## src/rtl/vid_pkg.sv

```systemverilog
// Shared types and constants for the video pattern generator slice.
package vid_pkg;

  localparam int CNT_W = 16;

  typedef enum logic [1:0] {
    ST_IDLE,
    ST_ACTIVE,
    ST_HBLANK,
    ST_VBLANK
  } state_t;

  localparam logic [1:0] PAT_HRAMP = 2'd0;
  localparam logic [1:0] PAT_VRAMP = 2'd1;
  localparam logic [1:0] PAT_CHECK = 2'd2;
  localparam logic [1:0] PAT_MIX   = 2'd3;

endpackage

```

## src/rtl/vid_pattern_pix.sv

```systemverilog
// Combinational pixel formatter: maps raster position and frame count to a
// test-pattern pixel value, truncated to WIDTH bits.
module vid_pattern_pix
  import vid_pkg::*;
#(
  parameter int WIDTH = 8
) (
  input  logic [CNT_W-1:0] x,
  input  logic [CNT_W-1:0] y,
  input  logic [7:0]       frame_cnt,
  input  logic [1:0]       pattern,
  output logic [WIDTH-1:0] pix
);

  logic [CNT_W-1:0] mix;

  assign mix = x + y + CNT_W'(frame_cnt);

  always_comb begin
    pix = '0;
    case (pattern)
      PAT_HRAMP: pix = WIDTH'(x);
      PAT_VRAMP: pix = WIDTH'(y);
      // 8x8 checkerboard
      PAT_CHECK: pix = (x[3] ^ y[3]) ? {WIDTH{1'b1}} : {WIDTH{1'b0}};
      PAT_MIX:   pix = WIDTH'(mix);
      default:   pix = '0;
    endcase
  end

endmodule

```

## src/rtl/vid_pattern_gen.sv

```systemverilog
// Video stream source with programmable frame size and fixed blanking.
// Define VID_GEN_SPARSE_EN to emit one pixel every other active cycle.
module vid_pattern_gen
  import vid_pkg::*;
#(
  parameter int WIDTH  = 8,
  parameter int HBLANK = 16,
  parameter int VBLANK = 64
) (
  input  logic             clk,
  input  logic             rst,
  input  logic             enable,
  input  logic [15:0]      pix_count,
  input  logic [15:0]      line_count,
  input  logic [1:0]       pattern,
  output logic [WIDTH-1:0] dout,
  output logic             dv_out,
  output logic             hs_out,
  output logic             vs_out,
  output logic [7:0]       frame_cnt
);

  localparam logic [CNT_W-1:0] HB_LAST = CNT_W'(HBLANK - 1);
  localparam logic [CNT_W-1:0] VB_LAST = CNT_W'(VBLANK - 1);

  state_t           state_reg, state_next;
  logic [CNT_W-1:0] x_reg, x_next;
  logic [CNT_W-1:0] y_reg, y_next;
  logic [CNT_W-1:0] blank_reg, blank_next;
  logic [CNT_W-1:0] pix_sh_reg, pix_sh_next;
  logic [CNT_W-1:0] line_sh_reg, line_sh_next;
  logic [1:0]       pat_sh_reg, pat_sh_next;
  logic [7:0]       frame_cnt_reg, frame_cnt_next;
  logic [WIDTH-1:0] dout_reg;
  logic             dv_reg, hs_reg, vs_reg;

  logic             pix_valid;
  logic             line_end;
  logic             x_step;
  logic [WIDTH-1:0] pix_value;

`ifdef VID_GEN_SPARSE_EN
  logic phase_reg, phase_next;

  // Phase 0 carries a pixel, phase 1 is the gap; every line starts on phase 0.
  always_comb begin
    phase_next = (state_reg == ST_ACTIVE) ? ~phase_reg : 1'b0;
  end

  always_ff @(posedge clk) begin
    if (rst) phase_reg <= 1'b0;
    else     phase_reg <= phase_next;
  end

  assign pix_valid = (state_reg == ST_ACTIVE) && !phase_reg;
  assign line_end  = phase_reg && (x_reg == pix_sh_reg - CNT_W'(1));
  assign x_step    = phase_reg;
`else
  assign pix_valid = (state_reg == ST_ACTIVE);
  assign line_end  = (x_reg == pix_sh_reg - CNT_W'(1));
  assign x_step    = 1'b1;
`endif

  vid_pattern_pix #(.WIDTH(WIDTH)) u_pix (
    .x         (x_reg),
    .y         (y_reg),
    .frame_cnt (frame_cnt_reg),
    .pattern   (pat_sh_reg),
    .pix       (pix_value)
  );

  always_comb begin
    state_next     = state_reg;
    x_next         = x_reg;
    y_next         = y_reg;
    blank_next     = blank_reg;
    pix_sh_next    = pix_sh_reg;
    line_sh_next   = line_sh_reg;
    pat_sh_next    = pat_sh_reg;
    frame_cnt_next = frame_cnt_reg;
    case (state_reg)
      ST_IDLE: begin
        // Frame geometry and pattern are frozen here for the whole frame.
        if (enable && (pix_count != '0) && (line_count != '0)) begin
          state_next   = ST_ACTIVE;
          pix_sh_next  = pix_count;
          line_sh_next = line_count;
          pat_sh_next  = pattern;
          x_next       = '0;
          y_next       = '0;
        end
      end
      ST_ACTIVE: begin
        if (line_end) begin
          state_next = ST_HBLANK;
          blank_next = '0;
        end else if (x_step) begin
          x_next = x_reg + CNT_W'(1);
        end
      end
      ST_HBLANK: begin
        if (blank_reg == HB_LAST) begin
          if (y_reg == line_sh_reg - CNT_W'(1)) begin
            state_next = ST_VBLANK;
            blank_next = '0;
          end else begin
            state_next = ST_ACTIVE;
            y_next     = y_reg + CNT_W'(1);
            x_next     = '0;
          end
        end else begin
          blank_next = blank_reg + CNT_W'(1);
        end
      end
      ST_VBLANK: begin
        if (blank_reg == VB_LAST) begin
          state_next     = ST_IDLE;
          frame_cnt_next = frame_cnt_reg + 8'd1;
        end else begin
          blank_next = blank_reg + CNT_W'(1);
        end
      end
      default: state_next = ST_IDLE;
    endcase
  end

  always_ff @(posedge clk) begin
    if (rst) begin
      state_reg     <= ST_IDLE;
      x_reg         <= '0;
      y_reg         <= '0;
      blank_reg     <= '0;
      pix_sh_reg    <= '0;
      line_sh_reg   <= '0;
      pat_sh_reg    <= '0;
      frame_cnt_reg <= '0;
      dout_reg      <= '0;
      dv_reg        <= 1'b0;
      hs_reg        <= 1'b0;
      vs_reg        <= 1'b0;
    end else begin
      state_reg     <= state_next;
      x_reg         <= x_next;
      y_reg         <= y_next;
      blank_reg     <= blank_next;
      pix_sh_reg    <= pix_sh_next;
      line_sh_reg   <= line_sh_next;
      pat_sh_reg    <= pat_sh_next;
      frame_cnt_reg <= frame_cnt_next;
      dv_reg        <= pix_valid;
      hs_reg        <= (state_reg == ST_ACTIVE);
      vs_reg        <= (state_reg == ST_ACTIVE) || (state_reg == ST_HBLANK);
      // dout keeps the last pixel through gaps and blanking.
      if (pix_valid) dout_reg <= pix_value;
    end
  end

  assign dout      = dout_reg;
  assign dv_out    = dv_reg;
  assign hs_out    = hs_reg;
  assign vs_out    = vs_reg;
  assign frame_cnt = frame_cnt_reg;

endmodule

```

## config.mk

```make
export PLATFORM = sky130hd
export DESIGN_NAME = vid_pattern_gen
export DESIGN_NICKNAME = d
export VERILOG_FILES = /design/src/rtl/vid_pkg.sv /design/src/rtl/vid_pattern_pix.sv /design/src/rtl/vid_pattern_gen.sv
export SDC_FILE = /design/constraint.sdc
export NUM_CORES = 1
export LEC_CHECK = 0
export BUFFER_PORTS_ARGS = -buffer_cell sky130_fd_sc_hd__buf_2
export CORE_UTILIZATION = 45
export CTS_CLUSTER_DIAMETER = 80
export DETAILED_ROUTE_END_ITERATION = 8
export GPL_TIMING_DRIVEN = 0
export PLACE_DENSITY_LB_ADDON = 0.12
export SETUP_SLACK_MARGIN = 0.15
export SLEW_MARGIN = 5
export SYNTH_ARGS = -nofsm -noshare
export SYNTH_HDL_FRONTEND = slang
export SYNTH_SLANG_ARGS = --single-unit
```

## constraint.sdc

```tcl
create_clock -name clk -period 6.8 [get_ports clk]
set_clock_uncertainty 0.2 [all_clocks]
set_input_delay 0.34 -clock clk [delete_from_list [all_inputs] [get_ports clk]]
set_output_delay 0.34 -clock clk [all_outputs]
set_load 0.05 [all_outputs]
```

* Word-level counts from Yosys, hierarchy flattened
Index checks and enable logic that the tools add are counted.
** Storage, ports and cells
- Register bits :: 102
- Bits in latches :: 0
- Memory bits (writable) :: 0
- Bits in read-only memories :: 0
- Input bits :: 37
- Output and inout port bits :: 19
- Logic and storage cells :: 75
- Memories :: 0
** Cells by class
- $add $sub $neg :: 8
- $mul :: 0
- Div/mod/pow operators :: 0
- $lt $le $gt $ge :: 0
- Equal/unequal tests :: 18
- Shift operators :: 0
- Muxes and demuxes :: 21
- Bitwise logic cells :: 1
- Reduce and logical (&&, ||, !) cells :: 16
** Operators by type and width (number)
- 2-to-1 mux 16 bit :: 10
- case mux 16 bit (3 select lines) :: 2
- adder 16 x 1 -> 16 bit, second input constant :: 3
- == test 16 bit :: 2
- case mux 16 bit (2 select lines) :: 1
- case mux 8 bit (4 select lines) :: 1
- nonzero test 16 bit :: 2
- subtractor 16 x 1 -> 16 bit, second input constant :: 2
- adder 8 bit :: 2
- == test 16 x 4 -> 1 bit, second input constant :: 1
- == test 16 x 6 -> 1 bit, second input constant :: 1
- != test 2 bit, second input constant :: 6
- AND reduction 4 bit :: 3
- 2-to-1 mux 2 bit :: 5
- adder 8 x 1 -> 8 bit, second input constant :: 1
- == test 2 bit, second input constant :: 4
- 2-to-1 mux 8 bit :: 1
- case mux 2 bit (4 select lines) :: 1
- nonzero test 3 bit :: 2
- AND reduction 5 bit :: 1
- == test 2 x 1 -> 1 bit, second input constant :: 2
- logical NOT 2 bit :: 2
- AND reduction 2 bit :: 2
- != test 3 bit, second input constant :: 1
- 5 further kinds :: 6

* Depth between registers and ports, before layout
Gate-level depths: netlist of the first run.
- Depth after elaboration :: 5
- Gate-level depth with buffers :: 13
- Gate-level depth less buffers :: 11

* Modules after synthesis
From an unflattened synthesis of the first run, not the netlist that was laid out.
** Second synthesis, totals
- Cells, all modules :: 802
- Area total of the unflattened synthesis :: 6801.5 µm²
** By module, submodules not included
- vid_pattern_gen :: instances 1, cells each 720, area an instance 6125.9 µm², seq. area each 2042.0 µm²
- vid_pattern_pix :: instances 1, cells each 82, area an instance 675.6 µm², seq. area each 0.0 µm²

* Worst setup path before layout of the first run
Ideal clock, no wire load.
- Path type :: register to register
- From :: reg frame_cnt_reg[1] (netlist: frame_cnt[1])
- To :: reg dout_reg[7] (netlist: dout[7])
- Library setup time :: 0.131 ns
- Data arrival time :: 3.254 ns
- Required time :: 6.469 ns
- Path slack :: 3.215 ns
- Stages on the path, launching flop included :: 12
- Path buffers :: 0
- Period minus slack after synthesis :: 3.585 ns
- Cell sequence :: dfxtp_1 -> fa_1 -> ha_1 -> fa_1 -> a21o_1 -> a21oi_1 -> o21bai_1 -> a21oi_1 -> xnor2_1 -> mux2_2 -> a221oi_1 -> o22ai_1
** On the way
- Word-level cells in the longest chain between the ends :: 2
** RTL lines
- from (decl) :: RTL line vid_pattern_gen.sv:33 : logic [7:0] frame_cnt_reg, frame_cnt_next;
- from (signal assigned) :: RTL line vid_pattern_gen.sv:149 : frame_cnt_reg <= frame_cnt_next;
- adder 8 bit :: RTL line vid_pattern_pix.sv:17 : assign mix = x + y + CNT_W'(frame_cnt);
- case mux 8 bit (4 select lines) :: RTL line vid_pattern_pix.sv:21 : case (pattern)
- to (signal assigned) :: RTL line vid_pattern_gen.sv:154 : if (pix_valid) dout_reg <= pix_value;
- to (decl) :: RTL line vid_pattern_gen.sv:34 : logic [WIDTH-1:0] dout_reg;
Every way passes these cells.
A chain may end at the register's enable or synchronous reset.

* Worst setup path in the final report of the first run
- From :: reg pix_sh_reg[0]
- To :: reg x_reg[6]
** On the way
- Word-level cells in the longest chain between the ends :: 4
** RTL lines
- from (decl) :: RTL line vid_pattern_gen.sv:30 : logic [CNT_W-1:0] pix_sh_reg, pix_sh_next;
- from (signal assigned) :: RTL line vid_pattern_gen.sv:146 : pix_sh_reg <= pix_sh_next;
- subtractor 16 x 1 -> 16 bit :: RTL line vid_pattern_gen.sv:60 : assign line_end = (x_reg == pix_sh_reg - CNT_W'(1));
- == test 16 bit :: RTL line vid_pattern_gen.sv:60
- != test 2 bit (no line)
- AND reduction 5 bit (no line)
- to (signal assigned) :: RTL line vid_pattern_gen.sv:143 : x_reg <= x_next;
- to (decl) :: RTL line vid_pattern_gen.sv:27 : logic [CNT_W-1:0] x_reg, x_next;
Every way passes these cells.

==> run_results.csv, run 1 <==
group,metric,value,unit
synth,synth_edf_count,0,
cts,clk_latency,360,ps
synth,synth-main-ff-cell,"dfxtp_1",
worst_hold_path,holdCritStartpoint,"line_count[9]",
cts,cts_buffers,9,
sta,final_hold_viol_count,0,
worst_setup_path,timing.rr.end,"x_reg[6]$_SDFFE_PP0P_",
worst_setup_path,critPathBufInv,4,
power,leakage,2.81,nW
global_routing,grt_pass1_wl,28400,µm
worst_setup_path,crit_chain,"clkbuf_1 > inv_1 > ha_1 > nor4b_2 > and3_1 > nor4b_1 > a31o_1 > nand4_4 > nor2_1 > buf_2 > buf_2 > o31ai_1 > a21oi_1",
floorplan,die-area,0.0147,mm²
cells_and_area,drive_gt1_frac,0.149,
worst_setup_path,cp_max_fo,10,
routing,avgRoutedWirePerCell,17.8,µm
routing,drc,0,
power,peakVddDrop,123,µV
sta,slew_headroom,0.370,
floorplan,start_util,0.462,
global_routing,grt_max_degree,18,
worst_setup_path,cp.required,6890,ps
worst_hold_path,min_to,"line_sh_reg[9]$_SDFFE_PP0P_",
cts,postCtsHoldBufs,0,
place,hpwl,13200,µm
sta,hold-worst-slack,32.0,ps
power,netSwitchingFraction,0.387,
cts,cts_tree,"done",
global_routing,grt_pass1_vias,5490,
worst_setup_path,startpoint_type,"flip-flop",
sta,setup_viol,0,
cells_and_area,diodes,0,
worst_setup_path,r2r_start,"pix_sh_reg[0]$_SDFFE_PP0P_",
place,io_buffers,55,
cts,cts-htree-levels,3,
synth,seq_area_frac_synth,0.319,
worst_setup_path,r2r_cells,13,
synth,synth_fa_ha_area_frac,0.0562,
cts,cts_resized,0,
power,seqPwrFrac,0.341,
synth,synth_compound_area_frac,0.173,
power,power.switching,0.000813,W
cts,path_clk_slew,70,ps
routing,drt_pre_antenna_iters,5,
routing,drtIter0Drc,488,
synth,synth_top_family_by_area,"simple AND/OR/NAND/NOR gates",
floorplan,row_count,43,
global_routing,grt.overflow.total,0,
worst_hold_path,hold_class,"input port to flip-flop",
global_routing,antenna_found_initial,0,
worst_setup_path,cpMostUsedCell,"buf_2",
routing,ant_nets,0,
sta,worstMarginPinSlew,938,ps
power,combinationalPowerShare,0.384,
power,clkPwrFrac,0.275,
floorplan,chipHeight,121,µm
worst_setup_path,crit_type,"flip-flop to flip-flop",
sta,fmax,0.256,GHz
worst_setup_path,worst_setup_path_end_kind,"flip-flop",
sta,drv_slew,0,
synth,yosys.area_share.simple,0.245,
floorplan,io_pins,56,
routing,via_per_inst,5.91,
synth,ys_ff_latch,102,
cts,post_cts_buffers,0,
synth,synthesis.nets,795,
cells_and_area,nets,861,
synth,synthXorXnorAreaFrac,0.0806,
synth,muxShareOfSynthArea,0.0883,
synth,ys_types,75,
sta,min_period_over_period,0.574,
routing,wirelength,17600,µm
worst_setup_path,path_delay_family,"simple AND/OR/NAND/NOR gates",
worst_setup_path,path_depth,13,
floorplan,die_width,121,µm
synth,syn_inst,734,
sta,setup_tns,0,ps
cts,cts_sinks,102,
routing,vias,5824,
synth,netlist_area,0.00641,mm²
synth,ys_async_sr_fraction,0,
global_routing,grt_usage,0.250,
sta,finalCriticalPeriod,3900,ps
worst_setup_path,critPathMaxStageDelay,540,ps
cells_and_area,syn_to_final_growth,13.0,%
run_status,outcome,"finished, final reports clean",
synth,avgSynthCellArea,8.73,µm²
worst_setup_path,critical_path_arrival,3990,ps
cts,clockBufferDepth,2,
synth,yosys_warnings,0,
sta,rsz0062_at_grt,"no",
power,power_density,290,mW/mm²
worst_setup_path,reg2reg_slack,2900,ps
place,place_congestion,0.923,
cts,root_buffer,"clkbuf_16",
power,internal_power,0.00129,W
floorplan,core-area,0.0139,mm²
worst_setup_path,crit_slowest_cell,"nor4b_2",
flow_run,max_cap_viol_count,0,
worst_hold_path,hold_depth,3,
-- cell usage after synthesis (3+ instances only) --
master	instances	area [µm²]
nor4_2	3	37.5
ha_1	16	200
nor4_1	15	93.8
nand4b_1	5	43.8
and4_1	3	26.3
buf_2	11	55.1
a31oi_1	5	31.3
or3_1	15	93.8
nand2_1	37	139
a41oi_1	3	26.3
dfxtp_1	102	2040
nor2_1	72	270
and2_1	7	43.8
nand3_1	24	120
mux2i_1	43	430
and3_1	12	75.1
nand4_1	22	138
clkbuf_1	26	97.6
nor3_2	3	30.0
or2_2	4	25.0
o211ai_1	3	22.5
nor3_1	14	70.1
o21ai_1	5	25.0
mux4_2	5	113
o21a_1	6	45.0
xnor2_1	35	307
a21oi_1	61	305
a211oi_1	4	30.0
a21o_1	3	22.5
o21bai_1	3	22.5
fa_1	8	160
xor2_1	24	210
o31ai_1	27	203
o21ai_0	21	105
inv_1	15	56.3
or4_1	24	180
-- cells by family (layout without fill, tap and decap cells) --
family                   after synthesis  count (layout)
buffers and inverters                 57             128
adder cells (fa/ha/maj)               24              24
XOR/XNOR                              59              59
flip-flops                           102             102
multiplexers                          50              50
AND/OR/NAND/NOR                      276             276
AO/OA/AOI/OAI                        166             166
-- worst max path at each step --
stage                                startpoint               endpoint  slack (ps)
global placement     pix_sh_reg[0]$_SDFFE_PP0P_  x_reg[6]$_SDFFE_PP0P_        3030
floorplan             frame_cnt[1]$_SDFFE_PP0P_   dout[7]$_SDFFE_PP0P_        3210
global route         pix_sh_reg[0]$_SDFFE_PP0P_  x_reg[8]$_SDFFE_PP0P_        2610
finish               pix_sh_reg[0]$_SDFFE_PP0P_  x_reg[6]$_SDFFE_PP0P_        2900
detailed placement   pix_sh_reg[0]$_SDFFE_PP0P_  x_reg[7]$_SDFFE_PP0P_        2990
CTS                 line_sh_reg[0]$_SDFFE_PP0P_  x_reg[6]$_SDFFE_PP0P_        2960
-- per-layer routing --
metal | wire length, µm | GRT usage | vias to the layer above
met2 | 8190 | 0.402 | 165
met3 | 943 | 0.0343 | 21
met4 | 282 | 0.0856 | 0
met5 | 0 | 0 | -
met1 | 8150 | 0.341 | 2768
li1 | - | - | 2870
-- final cells by class --
type | count | area, µm²
buffer | 42 | 190
clock buffer | 10 | 239
clock inverter | 6 | 93.8
fill | 1342 | 6640
inverter | 15 | 56.3
multi-input combinational | 575 | 4120
sequential | 102 | 2040
tap | 180 | 225
timing repair buffer | 55 | 275
-- power groups by stage --
stage                     Sequential, W  Combinational (W)  Clock [W]
after floorplan                0.000723           0.000603          0
after global placement         0.000725           0.000778          0
after detailed placement       0.000727           0.000799          0
after CTS                      0.000714           0.000803   0.000590
after global routing           0.000722           0.000884   0.000615
final                          0.000716           0.000806   0.000578
-- layout by cell type (no fill, tap or decap), drive strengths merged, types with 25 or more instances in the layout --
cell,Yosys,final
dfxtp,102,102
clkbuf,26,36
mux2i,43,43
xnor2,35,35
nor2,73,73
o21ai,26,26
o31ai,28,28
or4,25,25
buf,16,71
nand2,37,37
a21oi,61,61
-- per-stage QoR --
stage                util  std cells  setup WS [ps]  power [W]  instance area, µm²
global route        0.522        985           2610    0.00222                7240
CTS                 0.522        985           2960    0.00211                7240
detailed placement  0.498        969           2990    0.00153                6910
floorplan               -        734           3210    0.00133                6410
finish              0.522        985           2900    0.00210                7240
global placement    0.498        969           3030    0.00150                6910
-- worst register-to-register path, cell delays in order (launching register included) --
cell	delay, ps
dfxtp_1	300
clkbuf_1	210
inv_1	110
ha_1	330
nor4b_2	540
and3_1	270
nor4b_1	250
a31o_1	200
nand4_4	190
nor2_1	430
buf_2	300
buf_2	260
o31ai_1	90
a21oi_1	160
Power figures use the tool's default switching activity.
==> inputs of run 2 (changes only) <==
clock period = 3.9 ns   (was 6.8 ns; I/O delays follow)
==> run 2 against run 1 <==
Effect of this change: largest power group unchanged; sequential power is 75% higher; global-route usage is 0.78 points higher; die area stayed put; non-clock buffer count is 36 higher; final area is 5.5% higher; critical path depth is 2 lower; total power is 78% higher; combinational power is 82% higher; sequential share of layout area is 1.4 points lower.
==> run_results.csv, run 2 (synthesis gave the netlist of run 1 again) <==
group,metric,value,unit
run_status,outcome,"finished, final reports clean",
worst_hold_path,holdCritStartpoint,"rst",
sta,slew_headroom,0.461,
cells_and_area,syn_to_final_growth,19.3,%
place,pre_cts_ws,94.9,ps
routing,avgRoutedWirePerCell,17.8,µm
worst_setup_path,timing.rr.end,"dout[7]$_SDFFE_PP0P_",
floorplan,core-area,0.0139,mm²
sta,final_hold_viol_count,0,
worst_setup_path,worst_setup_path_end_kind,"flip-flop",
cts,clk_latency,360,ps
routing,drc,0,
sta,min_period_over_period,0.918,
floorplan,die_width,121,µm
place,place_congestion,0.923,
sta,fin_ws,321,ps
floorplan,chipHeight,121,µm
floorplan,start_util,0.462,
cts,cts_sinks,102,
sta,finalCriticalPeriod,3580,ps
cells_and_area,fin_area,0.00764,mm²
worst_setup_path,r2r_cells,11,
place,hpwl,13200,µm
cts,root_buffer,"clkbuf_16",
cts,cts_tree,"done",
power,peakVddDrop,222,µV
routing,via_per_inst,5.88,
sta,fmax,0.279,GHz
power,leakage,2.99,nW
worst_setup_path,cp_max_fo,6,
global_routing,grt_pass1_vias,5711,
worst_setup_path,startpoint_type,"flip-flop",
global_routing,grt.overflow.total,0,
sta,worstMarginPinSlew,808,ps
floorplan,row_count,43,
global_routing,grt_pass1_wl,29300,µm
routing,drtIter0Drc,536,
cts,cts-htree-levels,3,
worst_setup_path,reg2reg_slack,320,ps
routing,drt_pre_antenna_iters,5,
worst_hold_path,hold_depth,3,
worst_setup_path,r2r_start,"y_reg[1]$_SDFFE_PP0P_",
cells_and_area,drive_gt1_frac,0.157,
worst_hold_path,min_to,"y_reg[15]$_SDFFE_PP0P_",
cts,clockBufferDepth,2,
floorplan,die-area,0.0147,mm²
worst_setup_path,critical_path_arrival,3600,ps
place,placed_cell_area,0.00691,mm²
cells_and_area,final_common_cell,"dfxtp_1",
cts,cts_buffers,9,
routing,wirelength,18100,µm
worst_hold_path,hold_class,"input port to flip-flop",
cells_and_area,diodes,0,
worst_setup_path,crit_type,"flip-flop to flip-flop",
sta,rsz0062_at_grt,"no",
power,power_density,488,mW/mm²
routing,ant_nets,0,
global_routing,antenna_found_initial,0,
global_routing,grt_usage,0.257,
cells_and_area,nets,897,
sta,setup_viol,0,
floorplan,io_pins,56,
place,io_buffers,55,
worst_setup_path,cp.required,3920,ps
cells_and_area,mostFrequentLayoutCells,"dfxtp_1 (100), nor2_1 (71), buf_2 (65)",
global_routing,grt_max_degree,18,
cts,path_clk_slew,70,ps
sta,setup_tns,0,ps
sta,drv_slew,0,
routing,vias,6008,
flow_run,max_cap_viol_count,0,
[run 2: critical path, cell delays in order, from the launching register on]
cell	delay, ps
dfxtp_1	480
fa_1	470
ha_1	240
fa_1	410
a21o_1	190
a21oi_1	210
o21bai_1	90
a21oi_1	180
xnor2_1	180
mux2_2	370
a221oi_1	300
o22ai_1	130
[run 2: cell type report]
| type | instances | area [µm²] |
|---|---|---|
| fillers | 1308 | 6240 |
| multi-input cells | 575 | 4150 |
| flip-flops and latches | 102 | 2040 |
| repair buffers | 91 | 631 |
| clock buffers | 10 | 239 |
| well taps | 180 | 225 |
| plain buffers | 42 | 200 |
| clock inverters | 6 | 93.8 |
| inverters | 15 | 56.3 |
[run 2: metal layers]
metal	wire, µm	track usage	vias to the layer above
met5	0	0	-
met4	386	0.0926	0
met3	879	0.0329	25
met2	8530	0.419	170
met1	8360	0.347	2869
li1	-	-	2944
[run 2: power by group]
part	leakage (nW)	internal (W)	total, W	switching (W)
clock	0.159	0.000585	0.00101	0.000426
combinational	2.00	0.000582	0.00147	0.000887
sequential	0.829	0.00113	0.00125	0.000123
[run 2: worst max path at each step]
stage | startpoint | endpoint | slack [ps] | cells after the start
2_1_floorplan | frame_cnt[1]$_SDFFE_PP0P_ | dout[7]$_SDFFE_PP0P_ | 310 | 11
3_3_place_gp | pix_sh_reg[0]$_SDFFE_PP0P_ | x_reg[6]$_SDFFE_PP0P_ | 130 | 13
3_5_place_dp | pix_sh_reg[0]$_SDFFE_PP0P_ | x_reg[7]$_SDFFE_PP0P_ | 90 | 13
4_1_cts | pix_sh_reg[0]$_SDFFE_PP0P_ | x_reg[6]$_SDFFE_PP0P_ | 160 | 13
5_1_grt | y_reg[1]$_SDFFE_PP0P_ | dout[7]$_SDFFE_PP0P_ | 150 | 11
6_report | y_reg[1]$_SDFFE_PP0P_ | dout[7]$_SDFFE_PP0P_ | 320 | 11
[run 2: per-stage QoR]
step | total power, W | instances | util | hold WS [ps]
after floorplan | 0.00231 | 734 | - | 139
after global placement | 0.00262 | 969 | 0.498 | 241
after detailed placement | 0.00266 | 969 | 0.498 | 249
after CTS | 0.00371 | 1020 | 0.548 | 8.36
after global routing | 0.00394 | 1021 | 0.550 | 45.0
final | 0.00373 | 1021 | 0.550 | 31.7
[run 2: what timing repair did]
action                     CTS  global route
hold endpoints to repair    34             0
gates resized for setup      2            18
setup buffers                1             1
setup endpoints to repair   20            46
hold buffers                34             0
pin swaps                    1             0
